<file path="src/rtl/manual_step_gen_pkg.sv">
// Shared processor constants: manual-step FSM state encoding, clock-select codes
// and small elaboration-time helpers.
package manual_step_gen_pkg;

    typedef enum logic [2:0] {
        ST_IDLE    = 3'd0,
        ST_PRESS   = 3'd1,
        ST_HIGH    = 3'd2,
        ST_HOLD    = 3'd3,
        ST_RELEASE = 3'd4
    } step_state_e;

    localparam logic [1:0] CLKSEL_AUTO   = 2'd0;
    localparam logic [1:0] CLKSEL_MANUAL = 2'd1;
    localparam logic [1:0] CLKSEL_SLOW   = 2'd2;
    localparam logic [1:0] CLKSEL_HALT   = 2'd3;

    function automatic int unsigned max_u(input int unsigned a, input int unsigned b);
        return (a > b) ? a : b;
    endfunction

endpackage

</file>
<file path="src/rtl/sync_2ff.sv">
// Two-flop synchronizer for asynchronous board inputs; reset value is a parameter
// so active-low switches can reset to their released level.
module sync_2ff #(
    parameter logic RESET_VAL = 1'b1
) (
    input  logic clk,
    input  logic rst_n,
    input  logic d,
    output logic q
);

    logic meta;

    always_ff @(posedge clk or negedge rst_n) begin
        if (!rst_n) begin
            meta <= RESET_VAL;
            q    <= RESET_VAL;
        end else begin
            meta <= d;
            q    <= meta;
        end
    end

endmodule

</file>
<file path="src/rtl/manual_step_gen.sv">
// Debounced single-step clock generator: one fixed-width pulse on manual per
// accepted button press, with a wrapping step counter for the display.
module manual_step_gen
    import manual_step_gen_pkg::*;
#(
    parameter int unsigned DEBOUNCE_CYCLES = 500000,
    parameter int unsigned PULSE_CYCLES    = 2500000
) (
    input  logic       in_clock,
    input  logic       reset_n,
    input  logic       button,
    input  logic       ena,
    output logic       manual,
    output logic [7:0] step_count,
    output logic       busy
);

    localparam int unsigned CW = $clog2(max_u(DEBOUNCE_CYCLES, PULSE_CYCLES));
    localparam logic [CW-1:0] DEB_LAST   = CW'(DEBOUNCE_CYCLES - 1);
    localparam logic [CW-1:0] PULSE_LAST = CW'(PULSE_CYCLES - 1);

    step_state_e   state;
    logic [CW-1:0] cnt;
    logic          button_q;
    logic          btn_s;

    sync_2ff #(.RESET_VAL(1'b1)) u_sync (
        .clk   (in_clock),
        .rst_n (reset_n),
        .d     (button),
        .q     (button_q)
    );

    assign btn_s = ~button_q;

    // manual and busy are registered alongside state so each always equals a
    // decode of the current state without any combinational path to button.
    always_ff @(posedge in_clock or negedge reset_n) begin
        if (!reset_n) begin
            state      <= ST_IDLE;
            cnt        <= '0;
            manual     <= 1'b0;
            busy       <= 1'b0;
            step_count <= '0;
        end else if (!ena) begin
            state  <= ST_IDLE;
            cnt    <= '0;
            manual <= 1'b0;
            busy   <= 1'b0;
        end else begin
            case (state)
                ST_IDLE: begin
                    if (btn_s) begin
                        state <= ST_PRESS;
                        cnt   <= '0;
                        busy  <= 1'b1;
                    end
                end
                ST_PRESS: begin
                    if (!btn_s) begin
                        state <= ST_IDLE;
                        busy  <= 1'b0;
                    end else if (cnt == DEB_LAST) begin
                        state      <= ST_HIGH;
                        cnt        <= '0;
                        manual     <= 1'b1;
                        step_count <= step_count + 8'd1;
                    end else begin
                        cnt <= cnt + 1'b1;
                    end
                end
                ST_HIGH: begin
                    if (cnt == PULSE_LAST) begin
                        state  <= ST_HOLD;
                        manual <= 1'b0;
                    end else begin
                        cnt <= cnt + 1'b1;
                    end
                end
                ST_HOLD: begin
                    if (!btn_s) begin
                        state <= ST_RELEASE;
                        cnt   <= '0;
                    end
                end
                ST_RELEASE: begin
                    if (btn_s) begin
                        state <= ST_HOLD;
                    end else if (cnt == DEB_LAST) begin
                        state <= ST_IDLE;
                        busy  <= 1'b0;
                    end else begin
                        cnt <= cnt + 1'b1;
                    end
                end
                default: begin
                    state  <= ST_IDLE;
                    cnt    <= '0;
                    manual <= 1'b0;
                    busy   <= 1'b0;
                end
            endcase
        end
    end

endmodule

</file>
<file path="config.mk">
export PLATFORM = sky130hd
export DESIGN_NAME = manual_step_gen
export DESIGN_NICKNAME = d
export VERILOG_FILES = /design/src/rtl/manual_step_gen_pkg.sv /design/src/rtl/sync_2ff.sv /design/src/rtl/manual_step_gen.sv
export SDC_FILE = /design/constraint.sdc
export NUM_CORES = 1
export LEC_CHECK = 0
export CAP_MARGIN = 40
export CORE_MARGIN = 3
export CORE_UTILIZATION = 45
export DETAILED_ROUTE_END_ITERATION = 6
export DONT_BUFFER_PORTS = 1
export GPL_TIMING_DRIVEN = 1
export HOLD_SLACK_MARGIN = 0.12
export SETUP_SLACK_MARGIN = 0.1
export SYNTH_ARGS = -nofsm -noshare
export SYNTH_HDL_FRONTEND = slang
export SYNTH_HIERARCHICAL = 1
export SYNTH_SLANG_ARGS = --single-unit
</file>
<file path="constraint.sdc">
create_clock -name in_clock -period 6.8 [get_ports in_clock]
set_input_delay 1.7 -clock in_clock [delete_from_list [all_inputs] [get_ports in_clock]]
set_output_delay 1.7 -clock in_clock [all_outputs]
set_load 0.02 [all_outputs]
</file>
# == Word level (Yosys, flattened, before mapping) ==
# Index checks and enable logic that the tools add are counted.
# op_classes
n_bitwise,1
n_mux,29
n_addsub,2
n_eq_ne,20
n_reduce_logical,8
# ops
operator,count
two-way mux 22 bit,8
one-hot mux 22 bit (5 select lines),1
two-way mux 3 bit,8
"adder 22 x 1 -> 22 bit, second input constant",1
"equality test 22 x 19 -> 1 bit, second input constant",1
"equality test 22 bit, second input constant",1
"inequality test 3 bit, second input constant",7
one-hot mux 3 bit (5 select lines),1
AND reduction 5 bit,2
two-way mux 1 bit,9
"inequality test 3 x 2 -> 1 bit, second input constant",3
"adder 8 x 1 -> 8 bit, second input constant",1
AND reduction 4 bit,2
"equality test 3 x 2 -> 1 bit, second input constant",2
AND reduction 6 bit,1
"inequality test 2 bit, second input constant",2
"inequality test 4 x 3 -> 1 bit, second input constant",1
"inequality test 4 bit, second input constant",1
one-hot mux 1 bit (4 select lines),1
"equality test 3 x 1 -> 1 bit, second input constant",1
"equality test 3 bit, second input constant",1
zero test 3 bit,1
one-hot mux 1 bit (3 select lines),1
OR reduction 3 bit,1
2 further kinds,2
# totals
in_bits,4
elab_cells,67
reg_bits,37

# == Longest topological paths before layout ==
# logic_depth
ltp_word,5
depth_mapped,7
depth_no_buf,6

# == Cells and area by module ==
# Netlist, hierarchy kept.
# modules_own_cells
module,seq_area_each_um2,n_inst,cells_each,area_each_um2
manual_step_gen,875.8,1,245,2254.7
sync_2ff,52.6,1,2,52.6

# == Worst setup path before layout ==
# OpenSTA, ideal clock, no wires.
# synth_timing
path_type,input to register
from,input ena
to,register cnt[18]
path_slack_ns,4.010
t_arrival_ns,2.674
required_time_ns,6.684
setup_time_ns,0.116
cell_stages,5
path_buffers,1
cell_sequence,o211ai_1 -> a21oi_1 -> buf_2 -> nand4_1 -> o311ai_0
# synth_between
elab_chain_cells,2
elab_cells_between_ends,8
# synth_lines
item,line_no,rtl
"start, declared",manual_step_gen.sv:12,"input logic ena,"
inequality test 3 bit (no line) or inequality test 3 x 2 -> 1 bit (tied branches),--,
AND reduction 6 bit (no line),--,
"end signal, assigned",manual_step_gen.sv:69,cnt <= cnt + 1'b1;
"end signal, assigned",manual_step_gen.sv:77,cnt <= cnt + 1'b1;
"end signal, assigned",manual_step_gen.sv:93,cnt <= cnt + 1'b1;
"end, declared",manual_step_gen.sv:23,logic [CW-1:0] cnt;
# Several ways; a longest one is shown, not always the timed one.
# A chain may end at the register's enable or synchronous reset.

# == Worst setup path in the final report ==
# layout_timing
from,input ena
to,register cnt[12]
# Same word-level chain as after synthesis.

==> run metrics <==
fin nets=249; Clock Latency Late Sink=0.29 ns; GPL Wtd Cong=0.798; vias in the first global route=1920; Setup TNS=0 ns; register bit total from synthesis=37; Pwr Density=191 nW/um^2; slowest cell on the critical path=nand3_1; RSZ-0062 raised after global routing=no; delay-heaviest family, CP=compound AO/OA/AOI/OAI gates; post-synthesis xor/xnor area fraction=3.42%; Final setup viols=0; complex-gate fraction of the synthesized area=23.0%; CP Capture Type=flip-flop; post-synthesis cell area=2310 um^2; final hold viol count=0; CP peak stage delay=0.46 ns; Die Ht=77.6 um; DR vias=1976; DP Area=2340 um^2; starting DRC count in detailed routing=185; post-CTS setup repair buffer count=0; Final Hold Slack=0.358 ns; max-slew violation count=0; Worst EP required=6.98 ns; critical path class=primary input to flip-flop; CP Max Fanout=21; Remaining DRCs=0; mean post-synth cell area=9.34 um^2; adder-cell share of the synthesized area=1.08%; Synth warnings=6; first-pass GRT wire length=9.28 mm; share of cells above drive strength 1=10.2%; cell taking the most area after synthesis=dfrtp_1; commonest cells after routing, fill and taps aside=dfrtp_1, nand4_1, nand2_1; Initial Util=47.6%; TritonRoute pass-1 iters=4; top_reg_cell synth=dfrtp_1; dpl ws=3.42 ns; Hold Crit Class=flip-flop to flip-flop; dpl cells=303; ANT nets after route=0; largest family of logic cells by synthesized area=simple AND/OR/NAND/NOR gates; Worst-path clk slew=0.07 ns; Antenna diodes=0; IO Count=14; share of the synthesized area in the top cell type=38.0%; wire per inst=17.3 um; async set or reset register ratio after synthesis=100%; root buffer cell=clkbuf_8; Core Area=4850 um^2; Power, Total=0.475 mW; fin util=51.1%; crit path buf inv count=1; Synth area leaders=dfrtp_1, nand4_1, o31ai_1; Max Clock Skew=0.00718 ns; Critical Path, Cell by Cell=o211ai_1, a21oi_1, buf_4, nand3_1, o41ai_1; syn nets=253; maximum vdd drop=0.0988 mV; cell count after synthesis=247; IO buf count=0; die area=6020 um^2; Die W=77.6 um; Final Cycle Share=44.5%; worst relative slew slack=54.7%; initial antenna violation count=0; Post-Route WL=5.38 mm; Netlist cell types=56; H-tree depth=2; All-Layer GR Usage=19.1%; Period minus WS final=3.03 ns; hold-fix buffer count after cts=0; EDFF count, synth=0; worst slew pin tran=0.675 ns; Design Area, Final=2480 um^2; sequential element share of the synthesized area=40.2%; GR Overflow Total=0; commonest non-fill, non-tap cell in the layout=dfrtp_1; status=finished clean; largest net degree at the start of global routing=38; CTS Buf Count=5; CTS Buffer Depth=2; DP Wirelength=3.71 mm; vias per cell=6.35; CP arrival=3.21 ns; Rows=25; Leak=0.929 nW; Critical Path Source Type=primary input; fmax=0.330 GHz; mux cell area share after synthesis=1.36%; simple-gate share of the synthesized area=26.7%; clock sinks=37; area grow syn2layout=7.43%; max-cap violation count=0; CTS tree=built; number of cells upsized or downsized after cts=0; non-filler cells, final=311; final setup margin=3.77 ns
==> sequential cells by signal, summed over array words and instances, names as in the netlist <==
register and cells:
busy 1, cnt 22, manual 1, state 3, step_count 8, u_sync/meta 1
u_sync/q 1
==> cell type report <==
| cell class | count | area [um^2] |
|---|---|---|
| Timing Repair Buffer | 3 | 20.0 |
| Clock buffer | 5 | 68.8 |
| Inverter | 8 | 30.0 |
| Tap cell | 67 | 83.8 |
| Fill cell | 419 | 2370 |
| Clock inverter | 3 | 65.1 |
| Multi-Input combinational cell | 188 | 1280 |
| Sequential cell | 37 | 928 |
==> cells in the mapped netlist, types with 3 or more instances <==
| library cell | n |
|---|---|
| a211oi_1 | 11 |
| a22oi_1 | 3 |
| o211ai_1 | 3 |
| nand4_1 | 19 |
| nor3_1 | 5 |
| xor2_1 | 3 |
| o31ai_1 | 14 |
| dfrtp_1 | 35 |
| a31oi_1 | 6 |
| a21oi_1 | 6 |
| clkbuf_1 | 10 |
| and2_1 | 6 |
| o22ai_1 | 4 |
| o21a_1 | 3 |
| nand2b_1 | 4 |
| nand2_1 | 15 |
| nand3_1 | 11 |
| and3_1 | 5 |
| o21ai_0 | 11 |
| and4_1 | 4 |
| nor2_1 | 8 |
| inv_1 | 8 |
| xnor2_1 | 6 |
| nor4_1 | 5 |
==> worst paths after layout <==
check	from	to	slack, ns	cells past startpoint
worst max register to register	cnt[0]$_DFFE_PN0P_	cnt[13]$_DFFE_PN0P_	3.97	7
min in group asynchronous	reset_n	cnt[7]$_DFFE_PN0P_	1.09	0
worst min-delay path	u_sync/meta$_DFF_PN1_	u_sync/q$_DFF_PN1_	0.36	0
worst min register to register	u_sync/meta$_DFF_PN1_	u_sync/q$_DFF_PN1_	0.36	0
max in group asynchronous	reset_n	u_sync/q$_DFF_PN1_	5.53	0
worst max-delay path	ena	cnt[12]$_DFFE_PN0P_	3.77	5
==> worst reg2reg max path, delay by kind of cell (launching register included) <==
| kind | cells | cell delay, ns |
|---|---|---|
| compound gates | 2 | 0.29 |
| fa+ha+maj | 1 | 0.26 |
| buf+inv | 1 | 0.25 |
| flops | 1 | 0.42 |
| simple gates | 3 | 1.46 |
==> power breakdown <==
group / switching, mW / total (mW) / internal [mW]
logic: 0.0128 / 0.0202 / 0.00746
registers: 0.00423 / 0.227 / 0.223
clock network: 0.0819 / 0.228 / 0.146
total: 0.0988 / 0.475 / 0.376
==> cells by family after synthesis <==
| logic type | count (synthesis) |
|---|---|
| and+or+nand+nor | 99 |
| AOI/OAI and AO/OA | 75 |
| muxes | 3 |
| DFF | 37 |
| xor gates and xnor gates | 9 |
| adders and majority gates | 2 |
| buffers and inverters | 22 |
==> layer usage <==
| layer | part of all wire (%) | track usage (%) | vias up |
|---|---|---|---|
| met5 | 0 | 0 | - |
| met4 | 1.2 | 6.58 | 0 |
| met3 | 5.1 | 3.94 | 7 |
| met2 | 46 | 28.9 | 50 |
| met1 | 47 | 27.0 | 956 |
| li1 | - | - | 963 |
Note: power is estimated with default switching activity, not from simulation.
